==> config.mk <==
export PLATFORM = sky130hd
export DESIGN_NAME = i8048_pmem_ctrl
export DESIGN_NICKNAME = d
export VERILOG_FILES = /design/src/rtl/i8048_pmem_ctrl.sv
export SDC_FILE = /design/constraint.sdc
export NUM_CORES = 1
export LEC_CHECK = 0
export BUFFER_PORTS_ARGS = -buffer_cell sky130_fd_sc_hd__buf_2
export CORE_ASPECT_RATIO = 1.25
export CORE_MARGIN = 4
export CORE_UTILIZATION = 54
export DETAILED_ROUTE_END_ITERATION = 7
export PLACE_DENSITY = 0.79
export SETUP_SLACK_MARGIN = 0.1
export SLEW_MARGIN = 20
export SYNTH_ARGS = -nofsm -noshare
export SYNTH_HDL_FRONTEND = slang
export SYNTH_SLANG_ARGS = --single-unit
==> constraint.sdc <==
create_clock -name clk -period 2.3 [get_ports clk]
set_input_delay 0.345 -clock clk [delete_from_list [all_inputs] [get_ports clk]]
set_output_delay 0.345 -clock clk [all_outputs]
set_load 0.02 [all_outputs]
==> src/rtl/i8048_pmem_ctrl.sv <==
// i8048_pmem_ctrl: program-memory fetch controller for an 8048-class core.
// Resolves opcode/operand/MOVP/MOVP3 effective addresses, runs wait-stated
// ROM reads and keeps a one-entry sequential prefetch buffer so the next
// opcode/operand byte can be returned without touching the ROM.
module i8048_pmem_ctrl #(
    parameter int ADDR_W     = 12,
    parameter int PAGE_W     = 8,
    parameter int INC_W      = 11,
    parameter int WAIT       = 1,
    parameter int MOVP3_PAGE = 3,
    parameter int PREFETCH   = 1
) (
    input  logic              clk,
    input  logic              res,
    input  logic              fetch_req,
    input  logic [1:0]        fetch_kind,
    input  logic [ADDR_W-1:0] pc,
    input  logic [PAGE_W-1:0] acc,
    output logic [7:0]        fetch_data,
    output logic              fetch_ack,
    output logic              busy,
    output logic [ADDR_W-1:0] rom_addr,
    output logic              rom_cs,
    input  logic [7:0]        rom_data
);

    localparam logic [2:0] S_IDLE       = 3'd0;
    localparam logic [2:0] S_ACCESS     = 3'd1;
    localparam logic [2:0] S_CAPTURE    = 3'd2;
    localparam logic [2:0] S_PF_ACCESS  = 3'd3;
    localparam logic [2:0] S_PF_CAPTURE = 3'd4;

    localparam int              HI_W     = ADDR_W - PAGE_W;
    localparam logic [HI_W-1:0] MOVP3_HI = HI_W'(MOVP3_PAGE);
    localparam logic [3:0]      WAIT_CNT = 4'(WAIT);
    localparam logic            PF_EN    = (PREFETCH != 0);
    // Bits of the address that take part in the sequential increment; the
    // bank bits above them are carried through unchanged.
    localparam logic [ADDR_W-1:0] INC_MASK = ADDR_W'((64'd1 << INC_W) - 64'd1);

    logic [2:0]        state;
    logic [3:0]        wait_cnt;
    logic              seq_kind;   // latched access was opcode/operand
    logic              buf_valid;
    logic [ADDR_W-1:0] buf_tag;
    logic [7:0]        buf_data;
    logic [ADDR_W-1:0] eff_addr;
    logic [ADDR_W-1:0] next_addr;
    logic              buf_hit;

    // Effective address selection by fetch kind.
    // NOTE: every always_comb output gets a value on every path (default arm
    // here) so no latch is inferred.
    always_comb begin
        case (fetch_kind)
            2'b10:   eff_addr = {pc[ADDR_W-1:PAGE_W], acc};
            2'b11:   eff_addr = {MOVP3_HI, acc};
            default: eff_addr = pc;
        endcase
    end

    assign next_addr = (rom_addr & ~INC_MASK) | ((rom_addr + ADDR_W'(1)) & INC_MASK);
    assign buf_hit   = PF_EN && buf_valid && !fetch_kind[1] && (eff_addr == buf_tag);
    assign busy      = (state != S_IDLE);

    // Access sequencer: state, wait counter, ROM strobe and core handshake.
    // NOTE: all sequential state uses non-blocking assignments so every
    // register sees the pre-edge values of the others.
    always_ff @(posedge clk or posedge res) begin
        if (res) begin
            state      <= S_IDLE;
            wait_cnt   <= 4'd0;
            seq_kind   <= 1'b0;
            buf_valid  <= 1'b0;
            rom_addr   <= '0;
            rom_cs     <= 1'b0;
            fetch_ack  <= 1'b0;
            fetch_data <= 8'h00;
        end else begin
            case (state)
                S_IDLE: begin
                    fetch_ack <= 1'b0;
                    if (fetch_req) begin
                        rom_addr <= eff_addr;
                        seq_kind <= !fetch_kind[1];
                        if (buf_hit) begin
                            fetch_data <= buf_data;
                            fetch_ack  <= 1'b1;
                            state      <= S_CAPTURE;
                        end else begin
                            rom_cs   <= 1'b1;
                            wait_cnt <= WAIT_CNT;
                            state    <= S_ACCESS;
                        end
                    end
                end
                S_ACCESS: begin
                    if (wait_cnt == 4'd0) begin
                        fetch_data <= rom_data;
                        rom_cs     <= 1'b0;
                        fetch_ack  <= 1'b1;
                        state      <= S_CAPTURE;
                    end else begin
                        wait_cnt <= wait_cnt - 4'd1;
                    end
                end
                S_CAPTURE: begin
                    fetch_ack <= 1'b0;
                    if (PF_EN && seq_kind) begin
                        rom_addr <= next_addr;
                        rom_cs   <= 1'b1;
                        wait_cnt <= WAIT_CNT;
                        state    <= S_PF_ACCESS;
                    end else begin
                        state <= S_IDLE;
                    end
                end
                S_PF_ACCESS: begin
                    if (wait_cnt == 4'd0) begin
                        rom_cs <= 1'b0;
                        state  <= S_PF_CAPTURE;
                    end else begin
                        wait_cnt <= wait_cnt - 4'd1;
                    end
                end
                S_PF_CAPTURE: begin
                    buf_valid <= 1'b1;
                    state     <= S_IDLE;
                end
                default: begin
                    rom_cs    <= 1'b0;
                    fetch_ack <= 1'b0;
                    state     <= S_IDLE;
                end
            endcase
        end
    end

    // Prefetch buffer storage, written with the byte read in the last
    // prefetch wait cycle.
    // NOTE: tag and data are deliberately not reset; buf_valid (cleared by
    // reset) guards them, so they stay plain storage.
    always_ff @(posedge clk) begin
        if (state == S_PF_ACCESS && wait_cnt == 4'd0) begin
            buf_data <= rom_data;
            buf_tag  <= rom_addr;
        end
    end

endmodule

## Yosys cells after proc, flatten, opt, wreduce, memory -nomap -nowiden

Cells that the tools add are included.

- Input bits: 33
- Word-level logic and storage cells: 77
- Bits in registers: 51
- Output and inout bits: 23

- Reduce and logical (&&, ||, !) cells: 19
- Bitwise logic cells: 3
- Equal/unequal tests: 15
- Mux-type cells: 28
- Add/subtract/negate cells: 2

Operators by type and width:

| cell | number |
|---|---|
| case mux 12 bit (2 select lines) | 2 |
| 2-to-1 mux 12 bit | 2 |
| 2-to-1 mux 8 bit | 3 |
| 2-to-1 mux 4 bit | 4 |
| case mux 8 bit (2 select lines) | 1 |
| != test 2 bit, second input constant | 7 |
| == test 12 bit | 1 |
| bitwise OR 12 x 11 -> 12 bit | 1 |
| case mux 3 bit (4 select lines) | 1 |
| case mux 4 bit (3 select lines) | 1 |
| adder 11 x 1 -> 11 bit, second input constant | 1 |
| AND reduction 5 bit | 2 |
| 2-to-1 mux 3 bit | 3 |
| 2-to-1 mux 1 bit | 7 |
| == test 3 x 2 -> 1 bit, second input constant | 2 |
| AND reduction 3 bit | 2 |
| nonzero test 3 bit | 2 |
| == test 2 bit, second input constant | 2 |
| logical NOT 4 bit | 1 |
| 2-to-1 mux 2 bit | 2 |
| case mux 1 bit (4 select lines) | 1 |
| AND reduction 2 bit | 2 |
| AND reduction 4 bit | 1 |
| nonzero test 2 bit | 2 |
| other kinds (10) | 14 |

## Logic depth before layout (Yosys ltp)

- Depth in word-level cells: 7
- Mapped depth: 9
- Gate-level depth less buffers: 7

## Worst setup path before layout

Ideal clock, no wire load.

- Path kind: register to register
- From: register wait_cnt[0]
- To: register buf_data[0] (enable)
- Setup slack: 0.160 ns
- Period minus slack after synthesis: 2.140 ns
- Arrival: 1.762 ns
- Data required time: 1.922 ns
- Library setup time: 0.378 ns
- Cell stages (with the launch flop): 5
- Buffers on the path: 0
- Cells stage by stage: dfrtp_1 inv_1 ha_1 nor3b_1 and3_1

- Word-level cells in the longest chain between the ends: 2

RTL lines:

| item | line | RTL |
|---|---|---|
| from (decl) | 42 | `logic [3:0] wait_cnt;` |
| from (signal assigned) | 104 | `wait_cnt <= wait_cnt - 4'd1;` |
| from (signal assigned) | 123 | `wait_cnt <= wait_cnt - 4'd1;` |
| logical NOT 4 bit | 144 | `if (state == S_PF_ACCESS && wait_cnt == 4'd0) begin` |
| logical AND 1 bit | 144 |  |
| to (signal assigned) | 145 | `buf_data <= rom_data;` |
| to (decl) | 46 | `logic [7:0] buf_data;` |

Every way passes these cells.
A chain may end at the register's enable or synchronous reset.

## Final worst setup path

- From: register buf_tag[11]
- To: register fetch_data[7]

- Word-level cells in the longest chain between the ends: 4

RTL lines:

| item | line | RTL |
|---|---|---|
| from (decl) | 45 | `logic [ADDR_W-1:0] buf_tag;` |
| from (signal assigned) | 146 | `buf_tag <= rom_addr;` |
| == test 12 bit | 63 | `assign buf_hit = PF_EN && buf_valid && !fetch_kind[1] && (eff_addr == buf_tag);` |
| logical AND 1 bit | 63 |  |
| != test 2 bit (no source line) | - |  |
| AND reduction 4 bit (no source line) | - |  |
| to (signal assigned) | 87 | `fetch_data <= buf_data;` |
| to (signal assigned) | 99 | `fetch_data <= rom_data;` |
| to (decl) | 19 | `output logic [7:0] fetch_data,` |

Every way passes these cells.

==> impl_metrics.ini <==
[run_status]
status = finished, final reports clean

[floorplan]
die_h_um = 85.6
core_area_sq_mm = 0.00453
chipWidth_um = 70.1
rows = 27
die_area_sq_mm = 0.00599
ioPinCount = 56
start_util_pct = 57.4

[layout]
register_area_sq_mm = 0.00138
layout-drive-gt1-share_pct = 37.7
multiInputGateArea_sq_mm = 0.00119
n_antenna_cell = 0
design_area_sq_mm = 0.00324
fin_nets = 344
fillCellCount = 348
syn2layout_area_growth_pct = 24.7

[logic_synthesis]
synth_ff_type = dfrtp_1
synth.area.mux_share_pct = 11.0
synth_cell_type_count = 48
syn_inst = 232
synth_edf_count = 20
synth_fa_ha_area_share_pct = 0.963
synth_nets = 267
synth_compound_area_share_pct = 15.1
synth-simple-area-share_pct = 13.2
syn_avg_cell_area_sq_um = 11.2
synth-xor-area-share_pct = 3.37
yosysSeqAreaShare_pct = 53.0
async_reset_ff_share_pct = 60.8
synth-seq-cells = 51
synth_top_family_by_area = compound AO/OA/AOI/OAI gates
syn_area_sq_mm = 0.00260
yosys_warnings = 0

[timing]
fin_crit_ns = 2.18
grt_setup_unrepaired = true
drv_slew = 0
post-route-period-util_pct = 94.7
skew_ns = 0.0112
slew-limit-headroom_pct = 65.7
final-hold-violation-count = 0
worst_pin_slew_ns = 0.508
fin_worst_hold_slack_ns = 0.101
setup_viol = 0
max_freq_mhz = 459

[critical_path]
crit_end = fetch_data[7]$_DFFE_PP0P_
rr_worst_depth = 6
path_max_fanout = 9
slowest_stage = edfxtp_1
cp.depth = 6
r2r-start = buf_tag[11]$_DFFE_PP_
r2r_setup_slack_ns = 0.12
cp.arrival_ns = 2.38
rr_endpoint = fetch_data[7]$_DFFE_PP0P_
startpoint = buf_tag[11]$_DFFE_PP_
path_class = flop to flop
crit_chain = a211o_1 -> a2111oi_4 -> nand4_4 -> o21ai_4 -> buf_12 -> mux2_2
worst-path-buf-inv = 1
path_delay_family = compound AO/OA/AOI/OAI gates
max_stage_delay_ns = 0.43
required_ns = 2.50
startpoint_type = flop
worstSetupEndpointType = flop

[global_route]
use_met3_pct = 4.45
grt.met1_usage_pct = 23.6
antenna_found_initial = 0
grt_use_met2_pct = 35.4
grt_max_degree = 32
globalRouteOverflowTotal = 0
grt_pass1_vias = 1985
grt_usage_pct = 19.6
grt_pass1_wl_mm = 9.28
top_usage_layer = met2

[job]
drv_cap = 0

[routing]
drtIter0Drc = 60
drt-total-wl_mm = 5.71
routed_via_density = 5.51
drc = 0
antenna_left = 0
dr.pass1.iters = 4
routedWlPerCell_um = 15.5
vias = 2029

[worst_hold_path]
hp-class = input port to async pin

[placed_design]
placed_area_sq_mm = 0.00306
numPortBuffers = 55
post-dp-hpwl_mm = 4.07
place_congestion = 0.825

[clocking]
clock_latency_ns = 0.31
cts_root_buf = clkbuf_8
clk_pin_slew_ns = 0.09
clockBufferDepth = 2
clock_sinks = 51
cts_max_level = 2
cts_tree = done
cts_made_buffers = 5

[pwr]
irDropWorstVdd_v = 0.000973
p_per_area_mw_per_mm2 = 1240
power_leakage_nw = 1.43
-- final cells by class --
| type | instances | area share (%) |
|---|---|---|
| repair buffers | 79 | 14.4 |
| clock buffers | 7 | 2.66 |
| flip-flops and latches | 51 | 42.5 |
| multi-input cells | 162 | 36.8 |
| inverters | 10 | 1.16 |
| well taps | 58 | 2.24 |
| clock inverters | 1 | 0.270 |
-- per-stage QoR --
step | setup slack [ns] | setup TNS [ns] | power (mW) | utilization, % | std cells
floorplan | 0.160 | 0 | 2.81 | - | 232
global placement | -0.129 | -1.19 | 3.33 | 67.5 | 357
detailed placement | -0.182 | -1.66 | 3.38 | 67.5 | 357
CTS | 0.115 | 0 | 3.99 | 70.7 | 367
global route | -0.00998 | -0.0242 | 4.30 | 71.6 | 368
finish | 0.121 | 0 | 4.02 | 71.6 | 368
-- sequential cells by signal, indices dropped and copies added, names as in the netlist --
name        count
fetch_data      8
buf_tag        12
buf_valid       1
state           3
wait_cnt        4
fetch_ack       1
buf_data        8
seq_kind        1
rom_addr       12
rom_cs          1
-- Yosys cell counts (all sizes together), types with 2 or more instances --
master  number  area [sq um]
a211oi       3          22.5
a21o         2          16.3
a21oi       10          61.3
a22o         4          35.0
a31oi        4          25.0
and2         3          18.8
and3         6          37.5
buf          2          22.5
clkbuf       7          26.3
dfrtp       31           776
edfxtp      20           601
ha           2          25.0
inv         10          37.5
mux2        18           203
mux2i        8          83.8
nand2       23          86.3
nand2b       4          25.0
nand3        5          25.0
nand3b       3          26.3
nand4        2          18.8
nor2        16          60.1
nor2b        2          12.5
o211ai       2          20.0
o21ai       15          86.3
o22a         3          26.3
o22ai        4          25.0
xnor2        9          78.8
-- report_power, final --
part	leakage, nW	internal, mW	switching, mW
clock	0.0484	0.247	0.295
combinational	0.831	0.852	1.02
sequential	0.555	1.31	0.296
-- cells in the final DEF, fill, tap and decap left out, drive strengths merged, types with 2 or more instances in the layout --
cell type and instances:
inv 10, a21o 2, clkbuf 7, dfrtp 31
nand2 23, and2 3, a21oi 10, o22ai 4
ha 2, a211oi 3, mux2i 8, and3 6
nand2b 4, nand3 5, a31oi 4, o22a 3
mux2 18, nand4 2, edfxtp 20, nor2b 2
a22o 4, nand3b 3, buf 79, nor2 16
xnor2 9, o211ai 2, o21ai 15
-- how the worst min path moves through the flow --
stage | endpoint | cells after the start
finish | rom_addr[5]$_DFFE_PP0P_ | 3
global route | rom_addr[3]$_DFFE_PP0P_ | 3
CTS | rom_addr[5]$_DFFE_PP0P_ | 3
detailed placement | rom_addr[5]$_DFFE_PP0P_ | 3
global placement | rom_addr[5]$_DFFE_PP0P_ | 3
floorplan | buf_valid$_DFFE_PP0P_ | 1
-- worst reg2reg max path: cells and delay by family (launching register included) --
family	cells	cell delay (ns)
AND/OR/NAND/NOR	1	0.20
buffers and inverters	1	0.14
flip-flops	1	0.43
AO/OA/AOI/OAI	3	0.97
multiplexers	1	0.33
-- routing by layer --
metal	vias to the layer above	routed length [um]
li1	998	-
met1	960	2330
met2	64	2900
met3	7	413
met4	0	72
met5	-	0
-- timing repair --
| action | in CTS | in global routing |
|---|---|---|
| endpoints found under the setup margin | 10 | 11 |
| hold buffers | 0 | 0 |
| hold endpoints to repair | 0 | 0 |
| resized for setup | 2 | 6 |
| gates cloned | 0 | 0 |
| pin swaps | 3 | 2 |
| setup buffers | 2 | 1 |
-- cells by family (layout without fill, tap and decap cells) --
family	count (synthesis)	in the layout
and+or+nand+nor	69	69
AOI/OAI and AO/OA	55	55
DFF	51	51
muxes	26	26
buffers and inverters	19	97
xor gates and xnor gates	10	10
adders and majority gates	2	2
Power figures use the tool's default switching activity.
